$ cat src/rtl/npu_pkg.sv
// Shared types and width helpers for the NPU processing-element array.
package npu_pkg;

   typedef enum logic {
      ST_IDLE = 1'b0,
      ST_ACC  = 1'b1
   } pe_state_e;

   // Accumulator width: full product width plus headroom for n summed products.
   function automatic int acc_width(input int dw, input int n);
      return 2 * dw + $clog2(n);
   endfunction

endpackage

$ cat src/rtl/pe_mac_unit.sv
// Multiply-extend-add datapath: extends both operands to ACCW, multiplies,
// and adds the product to the running sum (or to zero when starting fresh).
module pe_mac_unit #(
   parameter int DW     = 8,
   parameter int ACCW   = 17,
   parameter bit SIGNED = 1'b0
) (
   input  logic [DW-1:0]   a,
   input  logic [DW-1:0]   b,
   input  logic [ACCW-1:0] acc_in,
   input  logic            restart,
   output logic [ACCW-1:0] sum
);

   logic [ACCW-1:0] a_ext;
   logic [ACCW-1:0] b_ext;
   logic [ACCW-1:0] product;
   logic [ACCW-1:0] base;

   // Truncating the ACCW x ACCW product yields the exact product modulo
   // 2^ACCW for both sign- and zero-extended operands.
   always_comb begin
      if (SIGNED) begin
         a_ext = {{(ACCW-DW){a[DW-1]}}, a};
         b_ext = {{(ACCW-DW){b[DW-1]}}, b};
      end else begin
         a_ext = {{(ACCW-DW){1'b0}}, a};
         b_ext = {{(ACCW-DW){1'b0}}, b};
      end
      product = a_ext * b_ext;
      base    = restart ? '0 : acc_in;
      sum     = base + product;
   end

endmodule

$ cat src/rtl/systolic_pe.sv
// Systolic-array processing element: forwards operands east/south and
// accumulates N products per result with a valid/ready result register.
module systolic_pe
   import npu_pkg::*;
#(
   parameter  int DW     = 8,
   parameter  int N      = 2,
   parameter  bit SIGNED = 1'b0,
   localparam int ACCW   = acc_width(DW, N)
) (
   input  logic            clk,
   input  logic            rst,
   input  logic            in_valid,
   input  logic [DW-1:0]   a_in,
   input  logic [DW-1:0]   b_in,
   input  logic            clr,
   input  logic            res_ready,
   output logic [DW-1:0]   a_out,
   output logic [DW-1:0]   b_out,
   output logic            v_out,
   output logic [ACCW-1:0] acc_out,
   output logic            res_valid,
   output logic            pdone,
   output logic            ovf
);

   localparam int           CW   = (N > 1) ? $clog2(N) : 1;
   localparam logic [CW-1:0] LAST = CW'(N - 1);

   pe_state_e       state_q,     state_d;
   logic [CW-1:0]   count_q,     count_d;
   logic [ACCW-1:0] acc_q,       acc_d;
   logic [DW-1:0]   a_out_q,     a_out_d;
   logic [DW-1:0]   b_out_q,     b_out_d;
   logic            v_out_q,     v_out_d;
   logic [ACCW-1:0] acc_out_q,   acc_out_d;
   logic            res_valid_q, res_valid_d;
   logic            pdone_q,     pdone_d;
   logic            ovf_q,       ovf_d;

   logic [CW-1:0]   eff_count;
   logic            restart;
   logic            done;
   logic [ACCW-1:0] mac_sum;

   pe_mac_unit #(
      .DW     (DW),
      .ACCW   (ACCW),
      .SIGNED (SIGNED)
   ) u_mac (
      .a       (a_in),
      .b       (b_in),
      .acc_in  (acc_q),
      .restart (restart),
      .sum     (mac_sum)
   );

   // NOTE: every signal assigned here gets a default first so no path can
   // leave it unassigned, which would otherwise infer a latch.
   always_comb begin
      state_d   = state_q;
      count_d   = count_q;
      acc_d     = acc_q;
      done      = 1'b0;

      // clr discards the partial sum; a beat in the same cycle starts anew.
      restart   = clr || (state_q == ST_IDLE);
      eff_count = clr ? '0 : count_q;

      if (clr) begin
         state_d = ST_IDLE;
         count_d = '0;
         acc_d   = '0;
      end

      if (in_valid) begin
         if (eff_count == LAST) begin
            done    = 1'b1;
            state_d = ST_IDLE;
            count_d = '0;
            acc_d   = '0;
         end else begin
            state_d = ST_ACC;
            count_d = eff_count + 1'b1;
            acc_d   = mac_sum;
         end
      end
   end

   always_comb begin
      a_out_d     = a_in;
      b_out_d     = b_in;
      v_out_d     = in_valid;
      pdone_d     = done;
      acc_out_d   = done ? mac_sum : acc_out_q;
      res_valid_d = done | (res_valid_q & ~res_ready);
      ovf_d       = ovf_q | (done & res_valid_q & ~res_ready);
   end

   // NOTE: sequential state uses non-blocking assignments so every flop
   // samples its _d value from before the edge, independent of statement order.
   always_ff @(posedge clk) begin
      if (!rst) begin
         state_q     <= ST_IDLE;
         count_q     <= '0;
         acc_q       <= '0;
         a_out_q     <= '0;
         b_out_q     <= '0;
         v_out_q     <= 1'b0;
         acc_out_q   <= '0;
         res_valid_q <= 1'b0;
         pdone_q     <= 1'b0;
         ovf_q       <= 1'b0;
      end else begin
         state_q     <= state_d;
         count_q     <= count_d;
         acc_q       <= acc_d;
         a_out_q     <= a_out_d;
         b_out_q     <= b_out_d;
         v_out_q     <= v_out_d;
         acc_out_q   <= acc_out_d;
         res_valid_q <= res_valid_d;
         pdone_q     <= pdone_d;
         ovf_q       <= ovf_d;
      end
   end

   assign a_out     = a_out_q;
   assign b_out     = b_out_q;
   assign v_out     = v_out_q;
   assign acc_out   = acc_out_q;
   assign res_valid = res_valid_q;
   assign pdone     = pdone_q;
   assign ovf       = ovf_q;

endmodule

$ cat config.mk
export PLATFORM = sky130hd
export DESIGN_NAME = systolic_pe
export DESIGN_NICKNAME = d
export VERILOG_FILES = /design/src/rtl/npu_pkg.sv /design/src/rtl/pe_mac_unit.sv /design/src/rtl/systolic_pe.sv
export SDC_FILE = /design/constraint.sdc
export NUM_CORES = 1
export LEC_CHECK = 0
export BUFFER_PORTS_ARGS = -buffer_cell sky130_fd_sc_hd__buf_4
export CORE_MARGIN = 2
export CORE_UTILIZATION = 35
export DETAILED_ROUTE_END_ITERATION = 8
export PLACE_DENSITY = 0.61
export RECOVER_POWER = 50
export SKIP_CTS_REPAIR_TIMING = 1
export SYNTH_ARGS = -nofsm -noshare
export SYNTH_HDL_FRONTEND = slang
export SYNTH_SLANG_ARGS = --single-unit
$ cat constraint.sdc
create_clock -name clk -period 6.7 [get_ports clk]
set_input_delay 0 -clock clk [delete_from_list [all_inputs] [get_ports clk]]
set_output_delay 0 -clock clk [all_outputs]
set_load 0.03 [all_outputs]
==> summary.md <==
| Metric | Value |
|---|---|
| Die outline area | `14500 um2` |
| Startpoint Class | `input port` |
| Residual DRC | `0` |
| Gr usage total | `14.9%` |
| Total nets after synthesis | `637` |
| Max-slew violation total from the final report | `0` |
| CTS H-tree lvls | `2` |
| Area of the core | `13200 um2` |
| Fin area | `5500 um2` |
| Clock transition time at the flip-flop clock pins of the worst setup and hold paths | `0.08 ns` |
| Initial standard-cell utilization of the core | `35.8%` |
| Crit path arrival time | `5.83 ns` |
| Clk_skew | `0.00963 ns` |
| Maximum net fanout on the critical path | `9` |
| Maximum clock path buffer count | `2` |
| Instance area at placement | `5340 um2` |
| Per-instance average area after synthesis | `9.04 um2` |
| Synth warn | `0` |
| Top cells by instance count after synthesis | `sky130_fd_sc_hd__and2_1 (87), sky130_fd_sc_hd__inv_1 (60), sky130_fd_sc_hd__dfxtp_1 (56)` |
| Fin crit period | `5.64 ns` |
| Worst VDD drop | `123 uV` |
| Number of clock sinks seen by CTS | `56` |
| Synth Instances | `524` |
| Max-capacitance violation count | `0` |
| Final cycle utilization of the critical path | `84.1%` |
| Worst min-delay path category | `in -> reg` |
| # fillers | `1396` |
| Worst slew pin tran | `1.29 ns` |
| Unrepaired setup endpoints after global routing | `false` |
| Mapped cell area | `4730 um2` |
| Status | `finished, violations left` |
| Largest cells by area after synthesis | `sky130_fd_sc_hd__dfxtp_1 (24%), sky130_fd_sc_hd__fa_1 (16%), sky130_fd_sc_hd__ha_1 (15%)` |
| Distinct cell type count of the synthesized netlist | `46` |
| Sequential share of the synthesized area | `23.7%` |
| Clock latency on the worst-skew pair | `0.30 ns` |
| Number of global-route vias before repair | `3599` |
| Post-synth top area cell | `sky130_fd_sc_hd__dfxtp_1` |
| Sort of element at the end of the critical path | `flip-flop` |
| Clock root buffer | `sky130_fd_sc_hd__clkbuf_16` |
| Maximum clock frequency | `0.177 GHz` |
| Failing checks | `negative hold slack` |
| Category of the critical setup timing path | `in -> reg` |
| Diodes inserted | `0` |
| Number of DRC markers in iteration 0 | `188` |
| Gr ovfl total | `0` |
| Width of the die | `120 um` |
| Routability congestion estimate | `0.844` |
| Estimated wirelength of the detail-placed design | `8120 um` |
| Antenna violations before repair | `0` |
| Most repeated cell in the gate-level netlist after synthesis | `sky130_fd_sc_hd__and2_1` |
| Chip height | `120 um` |
| WL per Instance | `13.6 um` |
| Total power divided by cell area | `314 nW/um2` |
| Proportion of synthesized flip-flops having asynchronous set or reset | `0%` |
| Setup TNS Final | `0 ns` |
| Final Hold Slack | `-0.0226 ns` |
| Share of final-layout standard cells stronger than drive strength 1 | `7.65%` |
| Drt total wl | `10400 um` |
| Number of placement rows | `42` |
| Maximum number of pins on one net before global-route repair | `28` |
| Count of flip-flops with a built-in enable after synthesis | `0` |
| Final layout net count | `700` |
| TritonCTS clock tree | `built` |
| P&R area growth vs syn | `16.1%` |
| Headroom to the max-slew limit | `13.9%` |
| Wire length of the first global-routing pass | `17400 um` |
| Final count of hold timing violations | `7` |
| Overall via count from detail_route | `3735` |
| Number of flip-flops and latches in the synthesized netlist | `56` |
| Most instantiated flip-flop cell in the synthesis netlist | `sky130_fd_sc_hd__dfxtp_1` |
| DR pass1 iterations | `4` |
| Endpoint required time on the critical path | `6.90 ns` |
| Count of input and output buffers | `57` |
| IO Pins | `58` |
| Setup Viol. Count Final | `0` |
| ANT nets after route | `0` |
| Num CTS Buffers | `5` |
| Leak pwr | `2.58 nW` |
| Average via count per standard cell | `4.89` |
| Fraction of post-synthesis cell area in the top cell type by area | `23.7%` |
==> stage by stage <==
stage / std cells / setup WS, ns / hold WS, ns / total power, mW / utilization, %
after CTS: 754 / 1.63 / -0.0453 / 1.76 / 41.6
final: 764 / 1.06 / -0.0226 / 1.72 / 41.5
after global routing: 764 / 0.677 / 0.000695 / 1.89 / 41.5
after floorplan: 524 / 1.86 / 0.122 / 1.20 / -
after global placement: 746 / 1.41 / 0.270 / 1.41 / 40.3
after detailed placement: 746 / 1.34 / 0.273 / 1.43 / 40.3
==> layer usage <==
layer  share of wire [%]  GRT usage (%)  vias to the layer above
li1                    -              -                     1841
met1                  45           19.5                     1829
met2                  51           25.4                       51
met3                 2.4           1.60                       14
met4                 2.2           5.31                        0
met5                   0              0                        -
==> power breakdown <==
part           internal, mW  total, mW  switching (mW)
sequential            0.372      0.388          0.0161
combinational         0.403       1.02           0.622
clock                 0.179      0.311           0.133
total                 0.953       1.72           0.770
==> worst paths after layout <==
| check | slack (ns) | endpoint | startpoint | cells after the start |
|---|---|---|---|---|
| max | 1.06 | acc_out[15] | a_in[1] | 22 |
| min | -0.02 | a_out[7] | a_in[7] | 2 |
| max reg2reg | 3.37 | acc_q[14] | state_q | 12 |
| min reg2reg | 0.44 | acc_q[10] | acc_q[10] | 2 |
==> layout by cell type (no fill, tap or decap), types with 2 or more instances in the layout <==
cell,instances
sky130_fd_sc_hd__and2_1,82
sky130_fd_sc_hd__inv_1,60
sky130_fd_sc_hd__dfxtp_1,56
sky130_fd_sc_hd__ha_1,55
sky130_fd_sc_hd__nor2_1,38
sky130_fd_sc_hd__fa_1,37
sky130_fd_sc_hd__nand2_1,34
sky130_fd_sc_hd__clkbuf_1,31
sky130_fd_sc_hd__buf_4,27
sky130_fd_sc_hd__a21oi_1,20
sky130_fd_sc_hd__xnor2_1,16
sky130_fd_sc_hd__xor2_1,11
sky130_fd_sc_hd__mux2i_1,11
sky130_fd_sc_hd__o21ai_1,10
sky130_fd_sc_hd__dlygate4sd3_1,10
sky130_fd_sc_hd__a22oi_1,9
sky130_fd_sc_hd__a22o_1,7
sky130_fd_sc_hd__a21o_1,7
sky130_fd_sc_hd__o21a_1,6
sky130_fd_sc_hd__and2_0,5
sky130_fd_sc_hd__o21ai_0,5
sky130_fd_sc_hd__clkbuf_16,5
sky130_fd_sc_hd__nor3_1,4
sky130_fd_sc_hd__nand4_1,3
sky130_fd_sc_hd__nand3_1,3
sky130_fd_sc_hd__a21oi_2,3
sky130_fd_sc_hd__nor2b_1,3
sky130_fd_sc_hd__o211ai_1,3
sky130_fd_sc_hd__o31ai_1,2
sky130_fd_sc_hd__nand3b_1,2
sky130_fd_sc_hd__nand4b_1,2
sky130_fd_sc_hd__and3_1,2
sky130_fd_sc_hd__o21bai_1,2
==> cell families after synthesis <==
group | count (synthesis) | share of synthesized area [%]
XOR/XNOR | 27 | 4.99
buffers and inverters | 72 | 5.73
AND/OR/NAND/NOR | 184 | 20.7
adder cells (fa/ha/maj) | 92 | 30.2
flip-flops | 56 | 23.7
multiplexers | 11 | 2.33
AO/OA/AOI/OAI | 82 | 12.3
==> state kept, by name (all words and copies together), names as in the netlist <==
| name | count |
|---|---|
| acc_out | 17 |
| count_q | 1 |
| state_q | 1 |
| ovf | 1 |
| res_valid | 1 |
| pdone | 1 |
| a_out | 8 |
| acc_q | 17 |
| v_out | 1 |
| b_out | 8 |
==> final cells by class <==
type                    instances  area, um2  share of cell area [%]
repair buffers                 67        415                    7.56
clock buffers                   6        129                    2.35
multi-input cells             396       3340                    60.8
well taps                     176        220                    4.01
inverters                      61        229                    4.17
flip-flops and latches         56       1120                    20.4
clock inverters                 2       38.8                   0.706
==> worst max-delay path, stage by stage <==
cell,delay [ns]
sky130_fd_sc_hd__dlygate4sd3_1,0.54
sky130_fd_sc_hd__buf_4,0.16
sky130_fd_sc_hd__and2_1,0.18
sky130_fd_sc_hd__fa_1,0.52
sky130_fd_sc_hd__fa_1,0.53
sky130_fd_sc_hd__fa_1,0.55
sky130_fd_sc_hd__inv_1,0.05
sky130_fd_sc_hd__fa_1,0.53
sky130_fd_sc_hd__inv_1,0.04
sky130_fd_sc_hd__ha_1,0.22
sky130_fd_sc_hd__or3_4,0.41
sky130_fd_sc_hd__a21oi_2,0.14
sky130_fd_sc_hd__o21bai_1,0.11
sky130_fd_sc_hd__a221oi_2,0.34
sky130_fd_sc_hd__xnor2_1,0.20
sky130_fd_sc_hd__ha_1,0.34
sky130_fd_sc_hd__nor2b_1,0.16
sky130_fd_sc_hd__o21ai_0,0.14
sky130_fd_sc_hd__o21ai_0,0.12
sky130_fd_sc_hd__nor3_2,0.19
sky130_fd_sc_hd__xnor2_1,0.12
sky130_fd_sc_hd__a22o_1,0.24
Note: power is estimated with default switching activity, not from simulation.
